==> config.mk <==
export PLATFORM = sky130hd
export DESIGN_NAME = nibble_serial_adder_ctrl
export DESIGN_NICKNAME = d
export VERILOG_FILES = /design/src/rtl/cla_pkg.sv /design/src/rtl/nibble_serial_adder_ctrl.sv
export SDC_FILE = /design/constraint.sdc
export NUM_CORES = 1
export LEC_CHECK = 0
export ABC_AREA = 1
export BUFFER_PORTS_ARGS = -buffer_cell sky130_fd_sc_hd__buf_4
export CAP_MARGIN = 30
export CORE_ASPECT_RATIO = 0.7
export CORE_UTILIZATION = 50
export CTS_BUF_LIST = sky130_fd_sc_hd__clkbuf_16
export DETAILED_ROUTE_END_ITERATION = 8
export MAX_ROUTING_LAYER = met4
export PLACE_DENSITY = 0.75
export SLEW_MARGIN = 40
export SYNTH_ARGS = -nofsm -noshare
export SYNTH_HDL_FRONTEND = slang
export SYNTH_SLANG_ARGS = --single-unit
==> constraint.sdc <==
create_clock -name clk -period 2.6 [get_ports clk]
set_input_delay 0.52 -clock clk [delete_from_list [all_inputs] [get_ports clk]]
set_output_delay 0.52 -clock clk [all_outputs]
set_load 0.02 [all_outputs]
==> src/rtl/cla_pkg.sv <==
// Shared definitions for the nibble-serial wide adder sequencer.
package cla_pkg;

  localparam int unsigned NIBBLE_W = 4;

  typedef enum logic [1:0] {
    StIdle = 2'd0,
    StRun  = 2'd1,
    StDone = 2'd2
  } state_e;

  // Width of an index over n items, never less than one bit.
  function automatic int unsigned idx_width(input int unsigned n);
    return (n <= 1) ? 1 : $clog2(n);
  endfunction

endpackage

==> src/rtl/nibble_serial_adder_ctrl.sv <==
// Sequences a wide add through an external registered 4-bit adder, one nibble at
// a time LSB first, chaining the carry and publishing the full sum with a done pulse.
module nibble_serial_adder_ctrl
  import cla_pkg::*;
#(
  parameter int unsigned NIBBLES   = 4,
  parameter int unsigned ADDER_LAT = 2
) (
  input  logic                           clk,
  input  logic                           rst,
  input  logic                           start_in,
  input  logic [NIBBLE_W*NIBBLES-1:0]    A_in,
  input  logic [NIBBLE_W*NIBBLES-1:0]    B_in,
  input  logic                           C0_in,
  output logic                           busy_out,
  output logic                           done_out,
  output logic [NIBBLE_W*NIBBLES-1:0]    S_out,
  output logic                           Cout_out,
  output logic [NIBBLE_W-1:0]            add_A_out,
  output logic [NIBBLE_W-1:0]            add_B_out,
  output logic                           add_C0_out,
  input  logic [NIBBLE_W-1:0]            add_S_in,
  input  logic                           add_C4_in
);

  localparam int unsigned W    = NIBBLE_W * NIBBLES;
  localparam int unsigned NibW = idx_width(NIBBLES);
  localparam logic [NibW-1:0] NibLast = NibW'(NIBBLES - 1);
  localparam logic [3:0]      CntLast = 4'(ADDER_LAT);

  state_e              state_q;
  logic [W-1:0]        a_q, b_q, res_q, s_q;
  logic [NibW-1:0]     nib_q;
  logic [3:0]          cnt_q;
  logic [NIBBLE_W-1:0] add_a_q, add_b_q;
  logic                carry_q, busy_q, done_q, cout_q;

  logic [W-1:0]        res_cap;
  logic [NibW-1:0]     nib_nx;
  logic [NIBBLE_W-1:0] a_next, b_next;

  // Result with the current adder nibble merged in, plus the operands for the next nibble.
  always_comb begin
    res_cap = res_q;
    res_cap[NIBBLE_W*nib_q +: NIBBLE_W] = add_S_in;
    nib_nx = nib_q + NibW'(1);
    a_next = a_q[NIBBLE_W*nib_nx +: NIBBLE_W];
    b_next = b_q[NIBBLE_W*nib_nx +: NIBBLE_W];
  end

  // Control FSM; every output is a register so the adder sees glitch-free operands.
  always_ff @(posedge clk or posedge rst) begin
    if (rst) begin
      state_q <= StIdle;
      a_q     <= '0;
      b_q     <= '0;
      res_q   <= '0;
      s_q     <= '0;
      nib_q   <= '0;
      cnt_q   <= '0;
      add_a_q <= '0;
      add_b_q <= '0;
      carry_q <= 1'b0;
      busy_q  <= 1'b0;
      done_q  <= 1'b0;
      cout_q  <= 1'b0;
    end else begin
      unique case (state_q)
        StIdle: begin
          done_q <= 1'b0;
          if (start_in) begin
            a_q     <= A_in;
            b_q     <= B_in;
            carry_q <= C0_in;
            res_q   <= '0;
            nib_q   <= '0;
            cnt_q   <= '0;
            add_a_q <= A_in[NIBBLE_W-1:0];
            add_b_q <= B_in[NIBBLE_W-1:0];
            busy_q  <= 1'b1;
            state_q <= StRun;
          end
        end
        StRun: begin
          if (cnt_q == CntLast) begin
            res_q <= res_cap;
            if (nib_q == NibLast) begin
              // Adder drive returns to zero; the final carry lives only in cout_q.
              s_q     <= res_cap;
              cout_q  <= add_C4_in;
              carry_q <= 1'b0;
              add_a_q <= '0;
              add_b_q <= '0;
              busy_q  <= 1'b0;
              done_q  <= 1'b1;
              state_q <= StDone;
            end else begin
              carry_q <= add_C4_in;
              nib_q   <= nib_nx;
              cnt_q   <= '0;
              add_a_q <= a_next;
              add_b_q <= b_next;
            end
          end else begin
            cnt_q <= cnt_q + 4'd1;
          end
        end
        StDone: begin
          done_q  <= 1'b0;
          state_q <= StIdle;
        end
        default: state_q <= StIdle;
      endcase
    end
  end

  assign busy_out   = busy_q;
  assign done_out   = done_q;
  assign S_out      = s_q;
  assign Cout_out   = cout_q;
  assign add_A_out  = add_a_q;
  assign add_B_out  = add_b_q;
  assign add_C0_out = carry_q;

endmodule

==> impl_metrics.ini, run 1 <==
[run_status]
status = finished, final reports clean

[sta]
hold_viol = 0
drv_slew = 0
worst_pin_slew_ns = 0.745
maxSlewHeadroom = 0.501
setup_viol = 0
whs_ns = 0.162
finClkSkew_ns = 0.00604
fmax_ghz = 0.505
period_share = 0.762
period_needed_ns = 1.98
rsz0062_at_grt = false
setup_tns_ns = 0

[critical_path]
endpoint_kind = register
critPathKind = reg -> reg
crit_fanout = 27
required_ns = 2.86
worst_ep_arrival_time_ns = 2.24
cp-start-kind = register

[floorplanning]
io_pins = 69
rows = 26
core_sq_mm = 0.00755
start_util = 0.534
die_w_um = 109
die_h_um = 77.1
die_area_sq_mm = 0.00843

[clocking]
cts.sinks = 84
htreeDepth = 3
cts_resized = 0
root_buffer = clkbuf_16
cts_made_buffers = 9
clk_latency_ns = 0.34
postCtsSetupBuffers = 0
cts_hold_buf = 0
clockBufferDepth = 2
cts_tree = done
path_clk_slew_ns = 0.07

[global_routing]
grt_pass1_vias = 3339
antenna_found_initial = 0
grt_use_met2 = 0.365
gr-total-overflow = 0
grt_max_degree = 29
grt_pass1_wl_um = 16000
grt_use_met1 = 0.374
busiest_layer = met1
track_usage = 0.257
grt_use_met3 = 0.0510

[routing]
viasPerCell = 5.05
first_pass_iters = 5
ant_nets = 0
drc = 0
dr_total_vias = 3512
first_iter_violations = 310
wl_per_cell_um = 13.7
wl_um = 9560

[final_layout]
antennaDiodeCount = 0
fin_nets = 642
drive_gt1_frac = 0.182
multi_input_area_sq_mm = 0.00157
ff_latch_area_sq_mm = 0.00210
area_growth_pct = 24.2
final_common_cell = nand2_1
fin_util = 0.663
fillers = 675
final_cell_area_sq_mm = 0.00501
final_cell_mix = 211 x nand2_1, 84 x dfrtp_1, 77 x buf_4, 64 x inv_1, 39 x o21ai_0

[logic_synthesis]
synth-seq-cells = 84
synth_cell_type_count = 25
yosysWarnings = 0
synth_cells = 523
synth_area_sq_mm = 0.00403
synth_nets = 572
syn_avg_cell_area_sq_um = 7.71
seq_area_frac_synth = 0.521

[placement]
io_buffers = 68
post-dp-hpwl_um = 6610
placed_cell_area_sq_mm = 0.00471
place.gp.congestion = 0.825

[pwr]
p_leak_uw = 0.00263
ir_drop_uv = 535
combPwrFrac = 0.431
powerDensity_mw_per_mm2 = 1210
pwr-share-seq = 0.357
p_int_uw = 3610
p_sw_uw = 2470
sw_frac_of_total = 0.406
power_uw = 6080
pwr-share-clk = 0.212

[run]
max_cap_violations = 0

[worst_hold_path]
min_path_type = in -> async
==> cells by family after synthesis <==
| family | share of synthesized area |
|---|---|
| simple gates | 0.265 |
| buf+inv | 0.0918 |
| flops | 0.521 |
| compound gates | 0.0949 |
| fa+ha+maj | 0.0248 |
| xor+xnor | 0.00217 |
==> worst max-delay path, cell delays in order (launching register included) <==
cell and delay, ns:
dfrtp_1 0.46, nand2_2 0.16, inv_2 0.28, nand2_2 0.26, nand2_2 0.47, nor2_1 0.09
a21oi_1 0.15
==> sequential cells by signal, indices dropped and copies added, names as in the netlist <==
register / flops
S_out: 16
a_q: 16
b_q: 16
res_q: 16
add_A_out: 4
add_B_out: 4
cnt_q: 4
nib_q: 2
state_q: 2
Cout_out: 1
add_C0_out: 1
busy_out: 1
done_out: 1
==> per-stage QoR <==
stage,instances,worst slack [ns]
global route,696,0.438
floorplan,523,0.646
CTS,696,0.623
global placement,679,0.739
detailed placement,680,0.656
finish,696,0.619
==> layout make-up <==
cell class | instances | area share
clock buffer | 9 | 0.0450
clock inverter | 7 | 0.0147
inverter | 68 | 0.0517
multi-input combinational | 349 | 0.313
sequential | 84 | 0.420
tap | 98 | 0.0245
timing repair buffer | 81 | 0.131
==> final timing paths <==
check                                            start                  endpoint  slack (ns)  cells past startpoint
max in group asynchronous                          rst        a_q[3]$_DFFE_PP0P_        1.78                      4
worst min-delay path                               rst      done_out$_DFFE_PP0P_        0.16                      2
worst min register to register    S_out[9]$_DFFE_PP0P_      S_out[9]$_DFFE_PP0P_        0.48                      2
worst max-delay path            state_q[0]$_DFFE_PP0P_  add_B_out[1]$_DFFE_PP0P_        0.62                      6
worst max register to register  state_q[0]$_DFFE_PP0P_  add_B_out[1]$_DFFE_PP0P_        0.62                      6
min in group clk                              B_in[10]       b_q[10]$_DFFE_PP0P_        0.39                      3
==> power groups by stage <==
stage,clock network (uW),logic [uW],registers (uW)
finish,1290,2620,2170
global placement,0,2530,2160
CTS,1300,2630,2170
floorplan,0,1480,2400
global route,1360,2940,2230
detailed placement,0,2600,2190
==> routing by layer <==
| metal | up-vias | share of wire |
|---|---|---|
| li1 | 1753 | - |
| met3 | 11 | 0.067 |
| met2 | 110 | 0.44 |
| met4 | 0 | 0.010 |
| met5 | - | 0 |
| met1 | 1638 | 0.48 |
==> cells in the mapped netlist (all sizes together) <==
cell type / count / share of area
a21boi: 1 / 0.0019
a21oi: 16 / 0.020
a22oi: 1 / 0.0019
buf: 15 / 0.022
clkbuf: 7 / 0.0065
dfrtp: 84 / 0.52
ha: 8 / 0.025
inv: 68 / 0.063
nand2: 214 / 0.20
nand3: 27 / 0.035
nand4: 2 / 0.0031
nor2: 23 / 0.022
nor3: 1 / 0.0025
o21ai: 46 / 0.059
o22ai: 8 / 0.012
or2: 1 / 0.0016
xor2: 1 / 0.0022
Note: power is estimated with default switching activity, not from simulation.
==> inputs of run 2 (changes only) <==
==> constraint.sdc (replaced) <==
create_clock -name clk -period 1.7 [get_ports clk]
set_input_delay 0.34 -clock clk [delete_from_list [all_inputs] [get_ports clk]]
set_output_delay 0.34 -clock clk [all_outputs]
set_load 0.02 [all_outputs]
==> impl_metrics.ini, run 2 (same netlist as run 1, synthesis figures left out) <==
[pwr]
pwr-share-clk = 0.199
p_int_uw = 5660
combPwrFrac = 0.451
pwr-share-seq = 0.351
p_leak_uw = 0.00269
powerDensity_mw_per_mm2 = 1830
ir_drop_uv = 948
p_sw_uw = 3780
sw_frac_of_total = 0.400

[critical_path]
crit_fanout = 4
crit_top_cell = nand2_1
critPathKind = reg -> reg
required_ns = 1.98
crit_family = simple AND/OR/NAND/NOR gates
cp.buffers_inverters = 2
critical-path-max-stage-delay_ns = 0.39
cp-start-kind = register
ff2ff_setup_slack_ns = 0.07
path_cells = inv_1, ha_1, inv_1, nor2_1, nand2_1, o22ai_1, nand2_1, nand2_1
slowest_stage = dfrtp_1
worst_ep_arrival_time_ns = 1.91
endpoint_kind = register

[routing]
wl_um = 9480
first_iter_violations = 277
first_pass_iters = 5
viasPerCell = 5.03
wl_per_cell_um = 13.4
ant_nets = 0
drc = 0
dr_total_vias = 3560

[clocking]
root_buffer = clkbuf_16
cts.sinks = 84
path_clk_slew_ns = 0.06
cts_tree = done
cts_hold_buf = 0
htreeDepth = 3
cts_made_buffers = 9
clk_latency_ns = 0.35
clockBufferDepth = 2

[floorplanning]
die_w_um = 109
start_util = 0.534
io_pins = 69
die_area_sq_mm = 0.00843
rows = 26
die_h_um = 77.1
core_sq_mm = 0.00755

[global_routing]
track_usage = 0.258
gr-total-overflow = 0
grt_pass1_vias = 3543
grt_max_degree = 39
grt_pass1_wl_um = 16100
antenna_found_initial = 0

[final_layout]
area_growth_pct = 27.8
instances_no_fill = 708
fin_util = 0.683
antennaDiodeCount = 0
fin_nets = 654
drive_gt1_frac = 0.213
final_cell_mix = 211 x nand2_1, 88 x buf_4, 84 x dfrtp_1, 63 x inv_1, 34 x o21ai_0
final_common_cell = nand2_1
fillers = 634

[sta]
maxSlewHeadroom = 0.658
period_share = 0.960
rsz0062_at_grt = true
setup_viol = 0
finClkSkew_ns = 0.0105
drv_slew = 0
hold_viol = 0
worst_pin_slew_ns = 0.511
period_needed_ns = 1.63
worst_slack_ns = 0.0685
fmax_ghz = 0.613

[placement]
placedCellCount = 691
post-dp-hpwl_um = 6750
place_ws_ns = 0.0668
io_buffers = 68
place.gp.congestion = 0.877

[run]
max_cap_violations = 0

[worst_hold_path]
min_path_type = in -> async

[run_status]
status = finished, final reports clean
run 2: cell count changes in the layout (fill, tap and decap cells not counted), sizes merged:
cell	previous run	this run
clkinv	2	6
buf	81	93
clkinvlp	2	1
inv	70	67
run 2: cell type report:
cell class	instances	area [sq um]	share of cell area
multi-input cells	349	1630	0.317
clock inverters	7	57.6	0.0112
well taps	98	123	0.0238
repair buffers	93	752	0.146
clock buffers	9	225	0.0437
flip-flops and latches	84	2100	0.408
inverters	68	262	0.0507
run 2: through the flow:
stage / TNS [ns] / cell area (sq um) / total power (uW) / hold WS [ns]
global placement: 0 / 4790 / 7320 / 0.385
detailed placement: 0 / 4790 / 7470 / 0.399
finish: 0 / 5150 / 9440 / 0.0240
global route: -0.638 / 5150 / 10200 / 0.0534
floorplan: 0 / 4040 / 5940 / 0.442
CTS: 0 / 5070 / 9380 / 0.0363
run 2: path summary, 6_finish.rpt:
check	start	endpoint	cells after the start
worst min-delay path	rst	done_out$_DFFE_PP0P_	2
worst max register to register	nib_q[0]$_DFFE_PP0P_	S_out[5]$_DFFE_PP0P_	8
worst min register to register	res_q[3]$_DFFE_PP0P_	res_q[3]$_DFFE_PP0P_	2
max in group asynchronous	rst	res_q[10]$_DFFE_PP0P_	3
worst max-delay path	nib_q[0]$_DFFE_PP0P_	S_out[5]$_DFFE_PP0P_	8
min in group clk	B_in[7]	b_q[7]$_DFFE_PP0P_	3
run 2: layer usage:
metal | vias up | part of all wire | global-route usage | wire length (um)
li1 | 1774 | - | - | -
met1 | 1676 | 0.48 | 0.353 | 4560
met2 | 99 | 0.45 | 0.373 | 4240
met3 | 11 | 0.057 | 0.0570 | 543
met4 | 0 | 0.014 | 0.101 | 137
met5 | - | 0 | - | 0
run 2: timing repair:
item,CTS,global route
setup endpoints to repair,0,41
gates resized for setup,0,21
endpoints found under the hold margin,0,0
setup buffers,0,1
run 2: power by group through the flow:
stage | sequential (uW) | combinational [uW] | clock (uW)
5_1_grt | 3410 | 4790 | 1980
6_report | 3310 | 4250 | 1870
3_3_place_gp | 3300 | 4020 | 0
3_5_place_dp | 3340 | 4130 | 0
4_1_cts | 3310 | 4160 | 1900
2_1_floorplan | 3670 | 2270 | 0
==> inputs of run 3 (changes only) <==
--- a/config.mk
+++ b/config.mk
@@ -5,7 +5,6 @@
 export SDC_FILE = /design/constraint.sdc
 export NUM_CORES = 1
 export LEC_CHECK = 0
-export ABC_AREA = 1
 export BUFFER_PORTS_ARGS = -buffer_cell sky130_fd_sc_hd__buf_4
 export CAP_MARGIN = 30
 export CORE_ASPECT_RATIO = 0.7
@@ -13,7 +12,7 @@
 export CTS_BUF_LIST = sky130_fd_sc_hd__clkbuf_16
 export DETAILED_ROUTE_END_ITERATION = 8
 export MAX_ROUTING_LAYER = met4
-export PLACE_DENSITY = 0.75
+export PLACE_DENSITY = 0.76
 export SLEW_MARGIN = 40
 export SYNTH_ARGS = -nofsm -noshare
 export SYNTH_HDL_FRONTEND = slang
==> impl_metrics.ini, run 3 <==
[run_status]
status = complete, but fails checks
violations = setup timing

[logic_synthesis]
async_flop_share = 1.00
synth_ff_type = dfrtp_1
syn_avg_cell_area_sq_um = 12.2
synth_area_sq_mm = 0.00375
synth-edff-count = 0
yosysTopAreaCell = dfrtp_1
synth_common_cells = 84 x dfrtp_1, 42 x nor2_1, 33 x mux2_2
synth_cells = 307
synth_cell_type_count = 36
synth-seq-cells = 84
yosysWarnings = 0
synth.top_cell.area_share = 0.561
seq_area_frac_synth = 0.561
yosys.cell_count.top_type = dfrtp_1
ys_top_cells_by_area = dfrtp_1 56%, mux2_2 9.9%, mux4_2 4.8%
synth_nets = 356

[sta]
finClkSkew_ns = 0.00778
hold_viol = 0
rsz0062_at_grt = true
worst_slack_ns = -0.426
period_share = 1.25
period_needed_ns = 2.13
fmax_ghz = 0.470
setup_tns_ns = -12.05
drv_slew = 0
maxSlewHeadroom = 0.552
worst_pin_slew_ns = 0.668
setup_viol = 51

[clocking]
cts.sinks = 84
root_buffer = clkbuf_16
clockBufferDepth = 2
path_clk_slew_ns = 0.07
clk_latency_ns = 0.34
cts_tree = done
htreeDepth = 3
cts_made_buffers = 9

[floorplanning]
start_util = 0.535
core_sq_mm = 0.00701
die_h_um = 74.4
die_area_sq_mm = 0.00785
rows = 25
die_w_um = 105
io_pins = 69

[routing]
wl_per_cell_um = 21.9
first_iter_violations = 251
wl_um = 11400
first_pass_iters = 5
dr_total_vias = 3233
viasPerCell = 6.22
drc = 0
ant_nets = 0

[final_layout]
fin_nets = 470
antennaDiodeCount = 0
final_cell_mix = 102 x buf_4, 84 x dfrtp_1, 41 x nor2_1, 32 x mux2_2, 15 x a32o_1
area_growth_pct = 44.2
final_cell_area_sq_mm = 0.00540
fillers = 403
fin_util = 0.771
drive_gt1_frac = 0.540
final_common_cell = buf_4

[critical_path]
required_ns = 1.95
cp-start-kind = register
crit_fanout = 14
critPathKind = reg -> reg
endpoint_kind = register
worst_ep_arrival_time_ns = 2.38

[placement]
post-dp-hpwl_um = 6050
place_ws_ns = -0.271
placed_cell_area_sq_mm = 0.00462
place.gp.congestion = 0.852
io_buffers = 68

[global_routing]
gr-total-overflow = 0
grt_pass1_wl_um = 16000
grt_max_degree = 85
antenna_found_initial = 0
track_usage = 0.284
grt_pass1_vias = 3121

[pwr]
p_sw_uw = 4490
p_int_uw = 6980
combPwrFrac = 0.537
sw_frac_of_total = 0.391
pwr-share-clk = 0.161
ir_drop_uv = 1100
powerDensity_mw_per_mm2 = 2120
pwr-share-seq = 0.302
p_leak_uw = 0.00250

[run]
max_cap_violations = 0

[worst_hold_path]
min_path_type = in -> async
-- run 3: worst max-delay path, stage by stage, from the launching register on --
cell and delay, ns:
dfrtp_1 0.41, inv_2 0.10, ha_4 0.14, or3b_4 0.38, or3_4 0.42, inv_2 0.17, buf_12 0.17, nor2_1 0.06
nor2_1 0.19
-- run 3: cells by family (layout without fill, tap and decap cells) --
kind of cell / count (synthesis) / count (layout) / share of synthesized area
AOI/OAI and AO/OA: 66 / 66 / 0.131
adders and majority gates: 8 / 8 / 0.0267
buffers and inverters: 32 / 151 / 0.0391
DFF: 84 / 84 / 0.561
muxes: 42 / 42 / 0.150
and+or+nand+nor: 75 / 75 / 0.0925
-- run 3: repair_timing --
action	4_1_cts	5_1_grt
gates resized for setup	42	29
endpoints found under the setup margin	47	52
buffers inserted	12	3
hold buffers	0	0
hold endpoints to repair	0	0
cloned	0	3
pin swaps	8	7
-- run 3: worst paths after layout --
check / startpoint / endpoint / slack, ns / depth (start not counted)
max: cnt_q[0]$_DFFE_PP0P_ / S_out[4]$_DFFE_PP0P_ / -0.43 / 8
min: rst / b_q[9]$_DFFE_PP0P_ / 0.12 / 3
max reg2reg: cnt_q[0]$_DFFE_PP0P_ / S_out[4]$_DFFE_PP0P_ / -0.43 / 8
min reg2reg: done_out$_DFFE_PP0P_ / done_out$_DFFE_PP0P_ / 0.49 / 2
max in group asynchronous: rst / res_q[5]$_DFFE_PP0P_ / 1.22 / 3
min in group clk: A_in[5] / a_q[5]$_DFFE_PP0P_ / 0.23 / 2
-- run 3: final cells by class --
cell class	count	area (sq um)	area share
repair buffers	122	1050	0.194
clock buffers	9	225	0.0417
clock inverters	7	51.3	0.00950
multi-input cells	191	1810	0.334
flip-flops and latches	84	2100	0.389
well taps	94	118	0.0218
inverters	13	52.6	0.00973
-- run 3: metrics by stage --
step | hold slack [ns] | power [uW] | cells
after floorplan | 0.445 | 6290 | 307
after global placement | 0.480 | 7740 | 486
after detailed placement | 0.476 | 7950 | 486
after CTS | 0.164 | 10500 | 514
after global routing | 0.158 | 12000 | 520
final | 0.120 | 11500 | 520
-- run 3: per-layer routing --
layer | up-vias | global-route usage | wire length [um]
li1 | 1360 | - | -
met2 | 206 | 0.442 | 5410
met1 | 1607 | 0.363 | 4670
met3 | 60 | 0.0596 | 901
met4 | 0 | 0.130 | 405
met5 | - | - | 0
-- run 3: power by group through the flow --
stage | registers [uW] | logic [uW] | clock network (uW)
final | 3470 | 6160 | 1840
after CTS | 3390 | 5300 | 1840
after floorplan | 3670 | 2620 | 0
after detailed placement | 3410 | 4550 | 0
after global placement | 3360 | 4380 | 0
after global routing | 3550 | 6490 | 1940
